===== config.mk =====
export PLATFORM = sky130hd
export DESIGN_NAME = otfc_rx
export DESIGN_NICKNAME = d
export VERILOG_FILES = /design/src/rtl/otfc_pkg.sv /design/src/rtl/otfc_rx_sd_dec.sv /design/src/rtl/otfc_rx.sv
export SDC_FILE = /design/constraint.sdc
export NUM_CORES = 1
export LEC_CHECK = 0
export BUFFER_PORTS_ARGS = -buffer_cell sky130_fd_sc_hd__buf_2
export CELL_PAD_IN_SITES_DETAIL_PLACEMENT = 0
export CELL_PAD_IN_SITES_GLOBAL_PLACEMENT = 1
export CORE_UTILIZATION = 45
export CTS_CLUSTER_SIZE = 8
export DETAILED_ROUTE_END_ITERATION = 6
export PLACE_DENSITY = 0.75
export SYNTH_ARGS = -nofsm -noshare
export SYNTH_HDL_FRONTEND = slang
export SYNTH_HIERARCHICAL = 1
export SYNTH_SLANG_ARGS = --single-unit

===== constraint.sdc =====
create_clock -name clk -period 2.15 [get_ports clk]
set_input_delay 0.1075 -clock clk [delete_from_list [all_inputs] [get_ports clk]]
set_output_delay 0.1075 -clock clk [all_outputs]
set_load 0.03 [all_outputs]

===== src/rtl/otfc_pkg.sv =====
// Shared types and signed-digit codes for the on-the-fly converter receiver.
package otfc_pkg;
    typedef enum logic [1:0] {IDLE, SKIP, CONV, DONE} state_t;

    localparam logic [1:0] SD_POS  = 2'b10;
    localparam logic [1:0] SD_NEG  = 2'b01;
    localparam logic [1:0] SD_ZERO = 2'b00;
    localparam logic [1:0] SD_BAD  = 2'b11;
endpackage


===== src/rtl/otfc_rx_sd_dec.sv =====
// Signed-digit decoder: splits the two-rail {z_p,z_n} code into one-hot flags.
module sd_dec
    import otfc_pkg::*;
(
    input  logic z_p_i,
    input  logic z_n_i,
    output logic pos_o,
    output logic neg_o,
    output logic bad_o
);
    logic [1:0] code;

    assign code  = {z_p_i, z_n_i};
    assign pos_o = (code == SD_POS);
    assign neg_o = (code == SD_NEG);
    assign bad_o = (code == SD_BAD);
endmodule


===== src/rtl/otfc_rx.sv =====
// MSDF signed-digit stream to two's-complement on-the-fly converter.
// Define OTFC_ERR_EN to build the sticky illegal-code (err) flag.
module otfc_rx
    import otfc_pkg::*;
#(
    parameter int N     = 8,
    parameter int DELTA = 6
) (
    input  logic       clk,
    input  logic       rst,
    input  logic       start,
    input  logic       z_p,
    input  logic       z_n,
    output logic [N:0] q,
    output logic       valid,
    output logic       busy,
    output logic       err
);
    localparam int CMAX = (N > DELTA) ? N : DELTA;
    localparam int CW   = $clog2(CMAX + 1);
    localparam logic [CW-1:0] SKIP_LAST = CW'((DELTA > 0) ? DELTA - 1 : 0);
    localparam logic [CW-1:0] CONV_LAST = CW'(N - 1);
    localparam state_t        FIRST_ST  = (DELTA == 0) ? CONV : SKIP;

    state_t        state_q, state_d;
    logic [CW-1:0] cnt_q, cnt_d;
    logic [N:0]    qr_q, qr_d;
    logic [N:0]    qm_q, qm_d;
    logic [N:0]    q_q, q_d;
    logic          valid_q, valid_d;
    logic          start_acc;
    logic          pos, neg, bad;

    sd_dec u_dec (
        .z_p_i (z_p),
        .z_n_i (z_n),
        .pos_o (pos),
        .neg_o (neg),
        .bad_o (bad)
    );

    always_comb begin
        state_d   = state_q;
        cnt_d     = cnt_q;
        qr_d      = qr_q;
        qm_d      = qm_q;
        q_d       = q_q;
        valid_d   = 1'b0;
        start_acc = 1'b0;
        case (state_q)
            IDLE: start_acc = start;
            SKIP: begin
                if (cnt_q == SKIP_LAST) begin
                    state_d = CONV;
                    cnt_d   = '0;
                end else begin
                    cnt_d = cnt_q + CW'(1);
                end
            end
            CONV: begin
                // Q tracks the value, QM tracks value minus one ulp, so a -1
                // digit never needs a borrow chain.
                if (pos) begin
                    qr_d = {qr_q[N-1:0], 1'b1};
                    qm_d = {qr_q[N-1:0], 1'b0};
                end else if (neg) begin
                    qr_d = {qm_q[N-1:0], 1'b1};
                    qm_d = {qm_q[N-1:0], 1'b0};
                end else begin
                    qr_d = {qr_q[N-1:0], 1'b0};
                    qm_d = {qm_q[N-1:0], 1'b1};
                end
                if (cnt_q == CONV_LAST) begin
                    state_d = DONE;
                    cnt_d   = '0;
                    q_d     = qr_d;
                    valid_d = 1'b1;
                end else begin
                    cnt_d = cnt_q + CW'(1);
                end
            end
            DONE: begin
                state_d   = IDLE;
                start_acc = start;
            end
            default: state_d = IDLE;
        endcase
        if (start_acc) begin
            state_d = FIRST_ST;
            cnt_d   = '0;
            qr_d    = '0;
            qm_d    = '1;
        end
    end

    always_ff @(posedge clk or posedge rst) begin
        if (rst) begin
            state_q <= IDLE;
            cnt_q   <= '0;
            qr_q    <= '0;
            qm_q    <= '0;
            q_q     <= '0;
            valid_q <= 1'b0;
        end else begin
            state_q <= state_d;
            cnt_q   <= cnt_d;
            qr_q    <= qr_d;
            qm_q    <= qm_d;
            q_q     <= q_d;
            valid_q <= valid_d;
        end
    end

    assign q     = q_q;
    assign valid = valid_q;
    assign busy  = (state_q == SKIP) || (state_q == CONV);

`ifdef OTFC_ERR_EN
    logic err_q;

    always_ff @(posedge clk or posedge rst) begin
        if (rst)
            err_q <= 1'b0;
        else if (start_acc)
            err_q <= 1'b0;
        else if (state_q == CONV && bad)
            err_q <= 1'b1;
    end

    assign err = err_q;
`else
    logic unused_bad;

    assign unused_bad = bad;
    assign err        = 1'b0;
`endif
endmodule


After elaboration in Yosys (flattened, before gate mapping) --
Cells that the tools add are included.
Storage, ports and cells: register bits after elaboration 32, bits in latches 0, bits in writable memories 0, memory bits (read-only) 0, input bits 5, output and inout port bits 12, word-level logic and storage cells 43, memories 0
Operators by class: $add $sub $neg 1, multipliers 0, div/mod/pow operators 0, magnitude comparators 0, eq/ne operators 9, shifts and indexed selects 0, multiplexer cells 19, bitwise gates (word level) 0, reductions and logical operators 8
Operators with widths (count):
- 8-bit two-way mux | 5
- 9-bit two-way mux | 2
- 4-bit two-way mux | 3
- 4-bit by 3-bit == test with 1-bit output, second input constant | 2
- 4-bit case mux with 2 select lines | 1
- 2-bit == test, second input constant | 3
- 2-bit two-way mux | 3
- 3-bit != test, second input constant | 2
- 2-bit case mux with 3 select lines | 1
- 4-bit by 1-bit adder with 4-bit output, second input constant | 1
- 2-bit by 1-bit == test with 1-bit output, second input constant | 2
- 1-bit two-way mux | 4
- 4-bit nonzero test | 1
- 3-bit AND reduction | 1
- 3-bit nonzero test | 1
- 2-bit zero test | 1
- 2-bit AND reduction | 1
- 2-bit nonzero test | 1
- 2-bit OR reduction | 1
- 1-bit logical OR | 1

Logic depth before layout (Yosys ltp) --
word-level depth 5, mapped depth 6, mapped depth without buffers 5

Cells and area by module --
The synthesis kept the hierarchy.
By module, submodules not included:
- otfc_rx | instances 1, cells each 149, area an instance 1586.5 sq um, seq. area each 800.8 sq um
- sd_dec | instances 1, cells each 3, area an instance 22.5 sq um, seq. area each 0.0 sq um

Worst setup path after synthesis --
No wires, ideal clock.
path type flip-flop to flip-flop, start reg state_q[0], end reg qm_q[1], library setup time 0.124 ns, data arrival time 1.495 ns, required time 2.026 ns, slack 0.531 ns, stages on the path, launching flop included 7, buffers on the path 2, clock period less this slack 1.619 ns, path through dfrtp_1 inv_1 ha_1 and2_1 buf_2 buf_2 a211o_1
Between the ends: word-level cells in the longest chain between the ends 4, elaborated cells on any way between the ends 7, classes of those cells 2 x eq/ne; 2 x mux; 3 x reduce/logical
RTL lines:
- start, declared | line otfc_rx.sv:25 | state_t state_q, state_d;
- start signal, assigned | line otfc_rx.sv:105 | state_q <= state_d;
- 2-bit == test / 2-bit zero test (equally long branches) | line otfc_rx.sv:50 | case (state_q)
- 2-bit OR reduction (no source line)
- 1-bit two-way mux | line otfc_rx.sv:50
- 8-bit two-way mux / 2-bit nonzero test (equally long branches)
- end signal, assigned | line otfc_rx.sv:108 | qm_q <= qm_d;
- end, declared | line otfc_rx.sv:28 | logic [N:0] qm_q, qm_d;
Several ways; a longest one is shown, not always the timed one. A chain may end at the register's enable or synchronous reset.

Worst setup path after layout --
start reg state_q[0], end reg qm_q[7]
Same word-level chain as after synthesis.

==> reports/metrics.csv <==
stage;metric;value;unit
global_routing;grt_use_total;17.3;%
route;vias_per_cell;5.29;
die;die_y;61.7;µm
synth;syn_area;1600;µm²
finish;finalNonFillerCells;215;
sta;fmax;573;MHz
synth;synth_cells;151;
power_and_ir_drop;p_switching;1.15;mW
place;place_inst;207;
synth;synth_warnings;6;
finish;area_growth;10.4;%
clock_network;cts_hold_buf;1;
place;port_buffers;15;
route;wl_per_cell;13.2;µm
place;dpl-instance-area;1710;µm²
route;wl;2.83;mm
die;core_area;3360;µm²
finish;final_area;1770;µm²
global_routing;antenna_found_initial;0;
sta;grt_setup_unrepaired;false;
synth;avgSynthCellArea;10.6;µm²
clock_network;cts_tree;yes;
worst_setup_path;ff2ff_setup_slack;0.41;ns
worst_setup_path;rr_startpoint;state_q[0]$_DFFE_PP0P_;
power_and_ir_drop;vdd_drop_max;0.636;mV
clock_network;ctsRootBufferMaster;clkbuf_4;
worst_setup_path;arrival;1.95;ns
sta;finalCritPeriodShare;81.1;%
worst_setup_path;path_buf_inv;2;
sta;drv_slew;0;
route;ant_nets;0;
finish;drive_gt1_share;17.2;%
finish;antenna_cells;0;
worst_setup_path;r2r_end;qm_q[7]$_DFFE_PP0P_;
global_routing;grt_pass1_wl;4.64;mm
die;die-area;3800;µm²
sta;fin_tns_setup;0;ns
worst_setup_path;cp_slowest_stage_delay;0.39;ns
worst_setup_path;cp-start-kind;flop;
sta;hold_viol;0;
flow_run;drv_cap;0;
power_and_ir_drop;internal_power;1.50;mW
worst_setup_path;crit_fanout;10;
worst_setup_path;cp.required;2.36;ns
hold_path;hold_path_depth;3;
sta;worst_pin_slew;0.512;ns
route;drt-pass1-iter-count;6;
finish;n_fill_cell;314;
power_and_ir_drop;combPwrFrac;48.8;%
sta;slew_headroom;65.9;%
power_and_ir_drop;pwr-share-clk;11.8;%
worst_setup_path;crit_family;flip-flops;
die;chipWidth;61.7;µm
clock_network;cts_setup_buffers;0;
global_routing;gr-total-overflow;0;
route;drtIter0Drc;43;
route;drc;0;
worst_setup_path;crit_type;flop to flop;
hold_path;hold_class;primary input to flop;
clock_network;clock_path_buffers;2;
finish;post-route-util;52.6;%
worst_setup_path;reg2regPathDepth;5;
synth;syn-num-nets;161;
place;globalplace.congestion;0.892;
clock_network;clk_pin_slew_worst_paths;0.09;ns
die;start_util;47.6;%
power_and_ir_drop;p_leak;0.853;nW
die;rows;21;
worst_setup_path;critical_path.endpoint_type;flop;
hold_path;hold_end;state_q[0]$_DFFE_PP0P_;
power_and_ir_drop;swShare;43.6;%
route;num_vias;1137;
clock_network;htreeDepth;2;
worst_setup_path;crit_chain;inv_1 -> ha_1 -> and2_1 -> buf_4 -> a211o_1;
power_and_ir_drop;p_per_area;1500;nW/µm²
place;dp_hpwl;2.06;mm
clock_network;postCtsResizedCells;0;
global_routing;grt_pass1_vias;1019;
sta;finalSetupViolations;0;
die;io_pins;17;
clock_network;clock_latency;0.32;ns
sta;skew;0.00611;ns
sta;period_needed;1.74;ns
global_routing;grt_start_max_net_pins;33;
power_and_ir_drop;p_seq_share;39.4;%
hold_path;min_from;start;
run_status;status;complete, no violations;
clock_network;cts-buffers-inserted;5;
finish;nets;179;
clock_network;cts.sinks;32;
worst_setup_path;slowest_stage;dfrtp_1;
[cell type report]
| cell class | count | area (µm²) | share of cell area [%] |
|---|---|---|---|
| Sequential cell | 32 | 801 | 45.3 |
| Timing Repair Buffer | 21 | 123 | 6.94 |
| Inverter | 8 | 30.0 | 1.70 |
| Multi-Input combinational cell | 101 | 711 | 40.2 |
| Clock inverter | 1 | 5.00 | 0.283 |
| Clock buffer | 6 | 41.3 | 2.34 |
| Tap cell | 46 | 57.6 | 3.26 |
[sequential cells by signal, indices dropped and copies added (netlist names)]
register  count
qr_q          8
valid         1
state_q       2
cnt_q         4
q             9
qm_q          8
[power groups by stage]
stage	clock network (mW)	registers (mW)	logic (mW)
global placement	0	1.04	1.28
floorplan	0	1.18	0.872
CTS	0.323	1.05	1.31
finish	0.312	1.04	1.29
detailed placement	0	1.06	1.31
global route	0.355	1.08	1.46
[how the worst max path moves through the flow]
stage	cells past startpoint	start	to
floorplan	6	state_q[0]$_DFFE_PP0P_	qm_q[1]$_DFFE_PP0P_
detailed placement	5	state_q[0]$_DFFE_PP0P_	qm_q[7]$_DFFE_PP0P_
global placement	5	state_q[0]$_DFFE_PP0P_	qm_q[7]$_DFFE_PP0P_
CTS	5	state_q[0]$_DFFE_PP0P_	qm_q[7]$_DFFE_PP0P_
global route	5	state_q[0]$_DFFE_PP0P_	qm_q[7]$_DFFE_PP0P_
finish	5	state_q[0]$_DFFE_PP0P_	qm_q[7]$_DFFE_PP0P_
[cells in the final DEF (no fill, tap or decap), types with 3 or more instances in the layout]
cell,count
nor2_1,16
o21ai_0,11
a211oi_1,7
clkbuf_4,5
buf_2,15
nand2_1,10
mux2i_1,15
ha_1,5
a211o_1,8
buf_4,5
inv_1,8
dfrtp_1,32
nor2b_1,3
[stage by stage]
step / setup slack (ns) / hold slack (ns) / power [mW]
final: 0.405 / 0.125 / 2.65
after global routing: 0.295 / 0.156 / 2.89
after CTS: 0.402 / 0.117 / 2.68
after detailed placement: 0.417 / 0.211 / 2.37
after global placement: 0.486 / 0.210 / 2.32
after floorplan: 0.531 / 0.224 / 2.06
[per-layer routing]
metal | GRT usage [%] | vias up | wire [µm]
met5 | 0 | - | 0
met4 | 7.30 | 0 | 48
met3 | 5.88 | 6 | 120
met2 | 28.0 | 26 | 1360
met1 | 20.9 | 529 | 1300
li1 | - | 576 | -
[worst register-to-register path: cells and delay by family, from the launching register on]
kind                     cells  cell delay [ns]
flip-flops                   1             0.39
AND/OR/NAND/NOR              1             0.30
AO/OA/AOI/OAI                1             0.28
buffers and inverters        2             0.29
adder cells (fa/ha/maj)      1             0.36
(Power assumes the default switching activity.)
